[src/rtl/serial_adder_pkg.sv]
// Shared types and helpers for the bit-serial adder.
// State encoding is fixed so external checkers can decode state_q directly.
package serial_adder_pkg;

    typedef enum logic [1:0] {
        IDLE = 2'd0,
        BUSY = 2'd1,
        DONE = 2'd2
    } state_e;

    // Bit-counter width: enough to count 0..width-1, never narrower than 1 bit.
    function automatic int cnt_width(input int width);
        return (width <= 2) ? 1 : $clog2(width);
    endfunction

endpackage

[src/rtl/fa_cell.sv]
// Combinational 1-bit full adder, the single arithmetic cell of the serial adder.
module fa_cell (
    input  logic a_i,
    input  logic b_i,
    input  logic cin_i,
    output logic s_o,
    output logic cout_o
);

    assign s_o    = a_i ^ b_i ^ cin_i;
    assign cout_o = (a_i & b_i) | (a_i & cin_i) | (b_i & cin_i);

endmodule

[src/rtl/serial_adder.sv]
// Bit-serial WIDTH-bit adder: one full-adder cell plus a carry flop, LSB first.
// A start accepted in IDLE runs WIDTH BUSY cycles, then one DONE cycle with a
// done_o pulse. Results are registered and held until the next completion.
// Optional subtract mode is enabled by defining SERIAL_ADDER_SUB_EN, which adds
// the sub_i port (b is inverted bit by bit; cin_i=1 means no borrow-in).
//
// Handshake: start_i is a request sampled only in IDLE; requests arriving in
// BUSY or DONE are dropped. done_o is a one-cycle valid pulse for sum_o,
// cout_o and ovf_o; there is no back-pressure. busy_o and done_o are exclusive.
module serial_adder
    import serial_adder_pkg::*;
#(
    parameter int WIDTH = 8,
    parameter int CNT_W = cnt_width(WIDTH)
) (
    input  logic             clk,
    input  logic             rst,
    input  logic             start_i,
    input  logic [WIDTH-1:0] a_i,
    input  logic [WIDTH-1:0] b_i,
    input  logic             cin_i,
`ifdef SERIAL_ADDER_SUB_EN
    input  logic             sub_i,
`endif
    output logic             busy_o,
    output logic             done_o,
    output logic [WIDTH-1:0] sum_o,
    output logic             cout_o,
    output logic             ovf_o
);

    localparam logic [CNT_W-1:0] LAST_CNT = CNT_W'(WIDTH - 1);

    state_e             state_q;
    logic [WIDTH-1:0]   a_sh_q;
    logic [WIDTH-1:0]   b_sh_q;
    // Upper WIDTH-1 bits of the partial sum; the bit that would fall off the
    // bottom of a full-width shifter is never needed, so it is not stored.
    logic [WIDTH-2:0]   s_sh_q;
    logic [WIDTH-1:0]   s_sh_d;
    logic               carry_q;
    logic [CNT_W-1:0]   cnt_q;
    logic [WIDTH-1:0]   sum_q;
    logic               cout_q;
    logic               ovf_q;
    logic               busy_q;
    logic               done_q;
    logic               b_bit;
    logic               fa_s;
    logic               fa_cout;

`ifdef SERIAL_ADDER_SUB_EN
    logic               sub_q;
    // Subtraction inverts b as it enters the cell: a + ~b + cin.
    assign b_bit = b_sh_q[0] ^ sub_q;
`else
    assign b_bit = b_sh_q[0];
`endif

    fa_cell u_fa (
        .a_i    (a_sh_q[0]),
        .b_i    (b_bit),
        .cin_i  (carry_q),
        .s_o    (fa_s),
        .cout_o (fa_cout)
    );

    // Partial sum after this bit: new bit enters at the MSB, older bits move down.
    assign s_sh_d = {fa_s, s_sh_q};

    // Control FSM, operand/sum shifters and registered result outputs.
    always_ff @(posedge clk) begin
        if (rst) begin
            state_q <= IDLE;
            a_sh_q  <= '0;
            b_sh_q  <= '0;
            s_sh_q  <= '0;
            carry_q <= 1'b0;
            cnt_q   <= '0;
            sum_q   <= '0;
            cout_q  <= 1'b0;
            ovf_q   <= 1'b0;
            busy_q  <= 1'b0;
            done_q  <= 1'b0;
`ifdef SERIAL_ADDER_SUB_EN
            sub_q   <= 1'b0;
`endif
        end else begin
            case (state_q)
                IDLE: begin
                    done_q <= 1'b0;
                    if (start_i) begin
                        a_sh_q  <= a_i;
                        b_sh_q  <= b_i;
                        carry_q <= cin_i;
                        cnt_q   <= '0;
`ifdef SERIAL_ADDER_SUB_EN
                        sub_q   <= sub_i;
`endif
                        busy_q  <= 1'b1;
                        state_q <= BUSY;
                    end
                end
                BUSY: begin
                    carry_q <= fa_cout;
                    s_sh_q  <= s_sh_d[WIDTH-1:1];
                    a_sh_q  <= a_sh_q >> 1;
                    b_sh_q  <= b_sh_q >> 1;
                    cnt_q   <= cnt_q + 1'b1;
                    if (cnt_q == LAST_CNT) begin
                        sum_q   <= s_sh_d;
                        cout_q  <= fa_cout;
                        // carry_q here is the carry into the MSB.
                        ovf_q   <= carry_q ^ fa_cout;
                        busy_q  <= 1'b0;
                        done_q  <= 1'b1;
                        state_q <= DONE;
                    end
                end
                DONE: begin
                    done_q  <= 1'b0;
                    state_q <= IDLE;
                end
                default: begin
                    busy_q  <= 1'b0;
                    done_q  <= 1'b0;
                    state_q <= IDLE;
                end
            endcase
        end
    end

    assign busy_o = busy_q;
    assign done_o = done_q;
    assign sum_o  = sum_q;
    assign cout_o = cout_q;
    assign ovf_o  = ovf_q;

endmodule

[config.mk]
export PLATFORM = sky130hd
export DESIGN_NAME = serial_adder
export DESIGN_NICKNAME = d
export VERILOG_FILES = /design/src/rtl/serial_adder_pkg.sv /design/src/rtl/fa_cell.sv /design/src/rtl/serial_adder.sv
export SDC_FILE = /design/constraint.sdc
export NUM_CORES = 1
export LEC_CHECK = 0
export BUFFER_PORTS_ARGS = -buffer_cell sky130_fd_sc_hd__buf_2
export CAP_MARGIN = 20
export CORE_MARGIN = 2
export CORE_UTILIZATION = 40
export CTS_CLUSTER_DIAMETER = 50
export DETAILED_ROUTE_END_ITERATION = 10
export GPL_TIMING_DRIVEN = 0
export HOLD_SLACK_MARGIN = 0.15
export PLACE_DENSITY_LB_ADDON = 0.25
export SLEW_MARGIN = 20
export SYNTH_ARGS = -nofsm -noshare
export SYNTH_HDL_FRONTEND = slang
export SYNTH_HIERARCHICAL = 1
export SYNTH_SLANG_ARGS = --single-unit
[constraint.sdc]
create_clock -name clk -period 2.2 [get_ports clk]
set_clock_uncertainty 0.05 [all_clocks]
set_input_delay 0.44 -clock clk [delete_from_list [all_inputs] [get_ports clk]]
set_output_delay 0.44 -clock clk [all_outputs]
set_load 0.005 [all_outputs]
# ---- After elaboration in Yosys (flattened, before gate mapping)
# Cells that the tools add are included.
dict set report op_classes {
  n_eq_ne 5
  n_mux 14
  add_sub_neg 1
  bitwise 10
  n_reduce_logical 7
}
# op count
set op_table {}
lappend op_table {{one-hot mux 8 bit (2 select lines)} 2}
lappend op_table {{2-to-1 mux 8 bit} 2}
lappend op_table {{one-hot mux 3 bit (2 select lines)} 1}
lappend op_table {{AND reduction 2 bit} 3}
lappend op_table {{2-to-1 mux 2 bit} 2}
lappend op_table {{!= test 2 bit, second input constant} 2}
lappend op_table {{one-hot mux 2 bit (2 select lines)} 1}
lappend op_table {{adder 3 x 1 -> 3 bit, second input constant} 1}
lappend op_table {{bitwise AND 1 bit} 3}
lappend op_table {{== test 3 bit, second input constant} 1}
lappend op_table {{2-to-1 mux 1 bit} 3}
lappend op_table {{2-to-1 mux 3 bit} 1}
lappend op_table {{one-hot mux 1 bit (3 select lines)} 1}
lappend op_table {{AND reduction 3 bit} 1}
lappend op_table {{XOR 1 bit} 3}
lappend op_table {{== test 2 x 1 -> 1 bit, second input constant} 1}
lappend op_table {{== test 2 bit, second input constant} 1}
lappend op_table {{logical NOT 2 bit} 1}
lappend op_table {{inverter 1 bit} 2}
lappend op_table {{bitwise OR 1 bit} 2}
lappend op_table {{one-hot mux 1 bit (2 select lines)} 1}
lappend op_table {{nonzero test 2 bit} 1}
lappend op_table {{OR reduction 2 bit} 1}
dict set report totals {
  word_cells 48
  out_inout_bits 12
  regBits 41
}

# ---- Depth between registers and ports, before layout
# Gate-level depths: netlist of run 1.
dict set report depth {
  depth_word 4
  depth_mapped 6
}

# ---- Hierarchy
# The synthesis of run 1 kept the hierarchy.
# mod area_each_um2 instances seq_area_each_um2 cells_each
set by_module_without_submodules {}
lappend by_module_without_submodules {serial_adder 1717.9 1 820.8 181}
lappend by_module_without_submodules {fa_cell 20.0 1 0.0 1}

# ---- Least setup slack after synthesis of run 1
# Ideal clock, no wire load.
dict set report synth_timing {
  path_kind {reg-to-reg}
  startpoint {register cnt_q[0]}
  endpoint {register ovf_q, in the netlist ovf_o}
  path_buffers 1
  required_time_ps 2064
  path_slack_ps 855
  setup_time_ps 86
  arrival_ps 1209
  stages_incl_launch_ff 6
  path_cell_list {dfxtp_1 ha_1 ha_1 and3b_1 buf_2 a211oi_1}
}
dict set report synth_between {
  elab_chain_len 2
}
# item line_no
set synth_lines {}
lappend synth_lines {{start, declared} serial_adder.sv:42} ;# logic [CNT_W-1:0] cnt_q;
lappend synth_lines {{start signal, assigned} serial_adder.sv:109} ;# cnt_q <= cnt_q + 1'b1;
lappend synth_lines {{== test 3 bit} serial_adder.sv:110} ;# if (cnt_q == LAST_CNT) begin
lappend synth_lines {{AND reduction 2 bit (no source line)} -}
lappend synth_lines {{end signal, assigned} serial_adder.sv:114} ;# ovf_q <= carry_q ^ fa_cout;
lappend synth_lines {{end, declared} serial_adder.sv:45} ;# logic ovf_q;
# Every way passes these cells.
# A chain may end at the register's enable or synchronous reset.

# ---- Final worst setup path of run 1
dict set report layout_timing {
  startpoint {register cnt_q[0]}
  endpoint {register cout_q, in the netlist cout_o}
}
dict set report layout_between {
  elab_chain_len 2
}
# item line_no
set layout_lines {}
lappend layout_lines {{== test 3 bit} serial_adder.sv:110}
lappend layout_lines {{AND reduction 2 bit (no source line)} -}
lappend layout_lines {{end signal, assigned} serial_adder.sv:112} ;# cout_q <= fa_cout;
lappend layout_lines {{end, declared} serial_adder.sv:44} ;# logic cout_q;
# Every way passes these cells.

==> results.md, run 1 <==
- Status: complete, no violations
- Initial antenna violation count: 0
- Largest net degree at the start of global routing: 14
- CTS buffer count: 5
- Setup CP Type: reg -> reg
- Routed vias/inst: 4.933
- Clock-pin slew on the worst setup and hold paths: 0.08 ns
- Critical Path Start Type: register
- GR Overflow Total: 0
- Detailed placer's ending HPWL: 2.390 mm
- Final period util: 69.15%
- Distinct cells, synth: 25
- Post-synthesis async set-or-reset flop share: 0%
- Hold Path Cell Cnt: 3
- Worst Path Max Fanout: 10
- Number of core rows: 23
- Power per Cell Area: 820.9 mW/mm^2
- HP Class: in -> reg
- Syn_nets: 205
- DRT iter0 DRCs: 55
- FF-to-FF setup slack: 0.68 ns
- CTS Buffer Depth: 2
- FF-to-FF End: cout_o
- Cell area after synthesis: 0.001738 sq mm
- Placeable Area: 0.004086 sq mm
- FF-to-FF path depth: 6
- H-tree Lvls: 2
- CP endpoint kind: register
- Routed WL per cell: 12.74 microns
- Synth top area share: 47.23%
- PortBufs: 30
- Worst hold endpoint: b_sh_q[7]
- Share of layout cells above drive strength 1: 27.27%
- Seq/Total Area, Yosys: 47.23%
- Antenna Cells: 0
- Max_cap viols: 0
- Final Hold Fails: 0
- Post-cts resize count: 0
- Period minus WS final: 1.521 ns
- Post-synth EDFFs: 0
- Sink Count: 41
- Initial DRT Pass Iterations: 4
- RSZ-0062 raised after global routing: no
- Root Driver: clkbuf_8
- CTS Hold Bufs: 0
- Top cells by area, synth: dfxtp_1 (47%), mux2i_1 (8.6%), a211oi_2 (7.2%)
- TNS Setup: 0 ns
- Synth Flop Type: dfxtp_1
- Final Util: 51.01%
- Cell with the most instances after synthesis: dfxtp_1
- Die area: 0.004888 sq mm
- GP Congestion: 0.7673
- Num ports: 32
- Fmax: 657.3 MHz
- Die height: 69.92 microns
- Crit path arrival time: 1.70 ns
- Final net count: 242
- Post-synth top cells: dfxtp_1 (41), nand2_1 (32), nor2_1 (23)
- Maximum VDD drop: 0.4218 mV
- Data required time at the worst endpoint: 2.38 ns
- Static Leak: 0.0008556 uW
- Skew-Pair Late Insertion Delay: 0.30 ns
- Vias in the first global route: 1316
- First-pass GRT wire length: 5.954 mm
- FF+latch count, synth: 41
- Synth Area per Inst: 9.549 sq um
- All-Layer GR Usage: 15.52%
- Worst-Margin Slew: 0.5451 ns
- YS warnings: 6
- Rel. slew slack: 63.66%
- Initial Utilization: 42.53%
- Worst Min Path Start: b_i[7]
- Max Slew Vio Count: 0
- Fillers: 394
- Via count: 1332
- Remaining DRCs: 0
- Setup Buffers After CTS: 0
- FF-to-FF Start: cnt_q[0]
- ANT nets after route: 0
- Final setup fails: 0
- Die Wd: 69.92 microns
- Area leader, netlist: dfxtp_1
- CTS tree: built
- Final wirelength: 3.441 mm
- Layout area overhead: 19.94%
- Syn Inst Count: 182
through the flow:
step	hold WS (ns)	setup WS (ns)	instance area, sq um	total power [uW]	std cells
detailed placement	0.3933	0.6823	1951	1015	262
global placement	0.3931	0.6837	1951	1013	262
CTS	0.3322	0.6220	2085	1737	270
global route	0.3454	0.4935	2085	1787	270
finish	0.3461	0.6786	2085	1711	270
floorplan	0.3821	0.8553	1738	963.8	182
layout by cell type, fill, tap and decap left out:
cell        n
nand3b_2    1
nand2b_1    5
mux2i_1    15
nor3b_1     1
xnor2_1     1
o21ba_4     1
a22oi_1     4
nor2_1     23
clkbuf_1    3
a211oi_1    8
clkinv_2    1
buf_6       3
clkbuf_8    5
ha_1        2
nor3_1      1
buf_12      1
bufinv_16   2
a21oi_1    17
dfxtp_1    41
buf_1       1
buf_2      36
fa_1        1
and3b_1     1
nand2_1    32
o21bai_1    1
a21o_1      1
a211oi_2   10
nor2b_1     2
power breakdown:
group          total (uW)  internal (uW)  switching, uW
clock network         715            451            264
registers             802            778           23.6
logic                 195           93.2            102
kinds of logic after synthesis:
logic type / after synthesis / share of synthesized area, %
AND/OR/NAND/NOR: 66 / 16.27
AO/OA/AOI/OAI: 42 / 19.08
flip-flops: 41 / 47.23
multiplexers: 15 / 8.639
buffers and inverters: 14 / 5.687
adder cells (fa/ha/maj): 3 / 2.592
XOR/XNOR: 1 / 0.5041
sequential cells by signal (all words and copies together), names as in the netlist, 2 cells and up:
name     cells
a_sh_q       8
b_sh_q       8
cnt_q        3
s_sh_q       7
state_q      2
sum_o        8
worst max path at each step:
stage | from | end | slack [ns] | depth (start not counted)
global placement | cnt_q[0] | sum_o[7] | 0.68 | 6
CTS | cnt_q[0] | cout_o | 0.62 | 6
detailed placement | cnt_q[0] | cout_o | 0.68 | 6
finish | cnt_q[0] | cout_o | 0.68 | 6
global route | cnt_q[0] | sum_o[7] | 0.49 | 6
floorplan | cnt_q[0] | ovf_o | 0.86 | 5
layout make-up:
class	count	area, sq um	area share, %
sequential	41	820.8	39.38
multi-input combinational	127	818.3	39.26
timing repair buffer	30	150.1	7.203
buffer	14	98.84	4.742
clock buffer	5	68.82	3.301
clock inverter	3	65.06	3.121
tap	50	62.56	3.001
critical path: stages, from the launching register on:
cell and delay, ns:
dfxtp_1 0.36, ha_1 0.16, ha_1 0.26, and3b_1 0.20
buf_2 0.21, nand2_1 0.09, a21oi_1 0.12
metal layers:
| layer | share of wire, % | GRT usage [%] | vias to the layer above |
|---|---|---|---|
| li1 | - | - | 698 |
| met4 | 2.4 | 7.692 | 0 |
| met5 | 0 | 0 | - |
| met2 | 43 | 22.86 | 21 |
| met3 | 4.0 | 4.618 | 7 |
| met1 | 51 | 20.65 | 606 |
No activity file was read; power rests on OpenSTA's default activity.
==> run 2: changes to the inputs <==
Clock period 2.2 ns to 1.3 ns, I/O delays scaled along.
==> results.md, run 2 (synthesis gave the netlist of run 1 again) <==
- Status: finished with violations
- Failing checks: negative setup slack
- Root Driver: clkbuf_8
- Antenna Cells: 0
- Worst Min Path Start: a_i[7]
- Maximum VDD drop: 0.6506 mV
- Clock-pin slew on the worst setup and hold paths: 0.08 ns
- Cell Chain, Critical Path: ha_4, ha_4, and3b_2, buf_6, a211oi_2
- Worst hold endpoint: a_sh_q[7]
- Power per Cell Area: 1244 mW/mm^2
- Number of core rows: 23
- CTS Buffer Depth: 2
- GR Overflow Total: 0
- Routed WL per cell: 12.89 microns
- Remaining DRCs: 0
- Static Leak: 0.0008704 uW
- Initial DRT Pass Iterations: 4
- RSZ-0062 raised after global routing: yes
- CP endpoint kind: register
- Final setup fails: 7
- First-pass GRT wire length: 5.940 mm
- Initial Utilization: 42.53%
- Sink Count: 41
- FF-to-FF Start: cnt_q[0]
- CTS buffer count: 5
- HP Class: in -> reg
- CTS tree: built
- Placeable Area: 0.004086 sq mm
- Via count: 1365
- Fmax: 752.8 MHz
- GP Congestion: 0.7445
- Skew-Pair Late Insertion Delay: 0.30 ns
- Multi-input gate area: 918.4 sq um
- DRT iter0 DRCs: 87
- Max_cap viols: 0
- PortBufs: 30
- All-Layer GR Usage: 15.40%
- Routed vias/inst: 5.000
- CP dominant cell by count: ha_4
- Rel. slew slack: 59.35%
- Crit path max-delay family: flip-flops
- Share of layout cells above drive strength 1: 40.81%
- Hold Path Cell Cnt: 3
- Largest stage delay on the critical path: 0.34 ns
- FF-to-FF path depth: 5
- Critical Path Start Type: register
- Slowest cell on crit path: dfxtp_2
- FF-to-FF End: ovf_o
- Register area: 824.5 sq um
- Period minus WS final: 1.328 ns
- Die Wd: 69.92 microns
- Num ports: 32
- Final net count: 245
- Crit path arrival time: 1.50 ns
- Die area: 0.004888 sq mm
- Layout area overhead: 27.57%
- Worst Path Max Fanout: 5
- Fillers: 380
- TNS Setup: -0.1060 ns
- Final Util: 54.26%
- Data required time at the worst endpoint: 1.47 ns
- Initial antenna violation count: 0
- Most common cell after layout, fill and taps aside: dfxtp_1
- Final wirelength: 3.519 mm
- Final Hold Fails: 0
- Die height: 69.92 microns
- Worst-Margin Slew: 0.6097 ns
- Final period util: 102.2%
- Detailed placer's ending HPWL: 2.346 mm
- Vias in the first global route: 1352
- H-tree Lvls: 2
- Max Slew Vio Count: 0
- Setup CP Type: reg -> reg
- FF-to-FF setup slack: -0.03 ns
- Commonest cells after routing, fill and taps aside: dfxtp_1 (38), buf_2 (32), nand2_1 (23), nor2_1 (23), mux2i_1 (15)
- ANT nets after route: 0
- Final WS setup: -0.02830 ns
- Crit path buffers/inverters: 1
- Largest net degree at the start of global routing: 15
run 2: stage by stage:
step	instances	total power [uW]	cell area [sq um]	hold WS, ns	worst slack [ns]
after floorplan	182	1631	1747	0.3583	0.01316
after global placement	262	1713	1959	0.3925	-0.09076
after detailed placement	262	1718	1959	0.3933	-0.1006
after CTS	273	2770	2171	0.1545	-0.01759
after global routing	273	2883	2217	0.1713	-0.07321
final	273	2758	2217	0.1575	-0.02830
run 2: timing repair:
action | 4_1_cts | 5_1_grt
hold buffers | 0 | 0
pin swaps | 6 | 2
resized for setup | 23 | 14
cloned | 1 | 0
buffers inserted | 2 | 0
setup endpoints to repair | 15 | 27
run 2: final cells by class:
type	instances	share of cell area [%]
buffer	14	5.418
clock buffer	5	3.104
clock inverter	3	2.088
multi-input combinational	127	41.42
sequential	41	37.19
tap	50	2.822
timing repair buffer	33	7.957
run 2: worst max-delay path by stage:
stage               depth (start not counted)  endpoint  startpoint  slack (ns)
floorplan                                   5     ovf_o    cnt_q[0]        0.01
global placement                            6  sum_o[6]    cnt_q[0]       -0.09
finish                                      5     ovf_o    cnt_q[0]       -0.03
CTS                                         6  sum_o[1]    cnt_q[1]       -0.02
detailed placement                          6  sum_o[7]    cnt_q[0]       -0.10
global route                                6    cout_o    cnt_q[0]       -0.07
run 2: where the power goes:
| part | switching [uW] | internal, uW |
|---|---|---|
| clock network | 463 | 574 |
| registers | 43.3 | 1320 |
| logic | 184 | 173 |
| total | 691 | 2070 |
run 2: worst reg2reg max path: cells and delay by family (launching register included):
| family | cells | cell delay, ns |
|---|---|---|
| flops | 1 | 0.34 |
| buf+inv | 1 | 0.14 |
| compound gates | 1 | 0.17 |
| simple gates | 1 | 0.23 |
| fa+ha+maj | 2 | 0.33 |
run 2: routing by layer:
metal / routed length (microns) / up-vias / global-route usage, %
li1: - / 707 / -
met2: 1618 / 21 / 24.97
met1: 1678 / 630 / 18.85
met3: 147 / 7 / 4.040
met5: 0 / - / 0
met4: 76 / 0 / 7.692
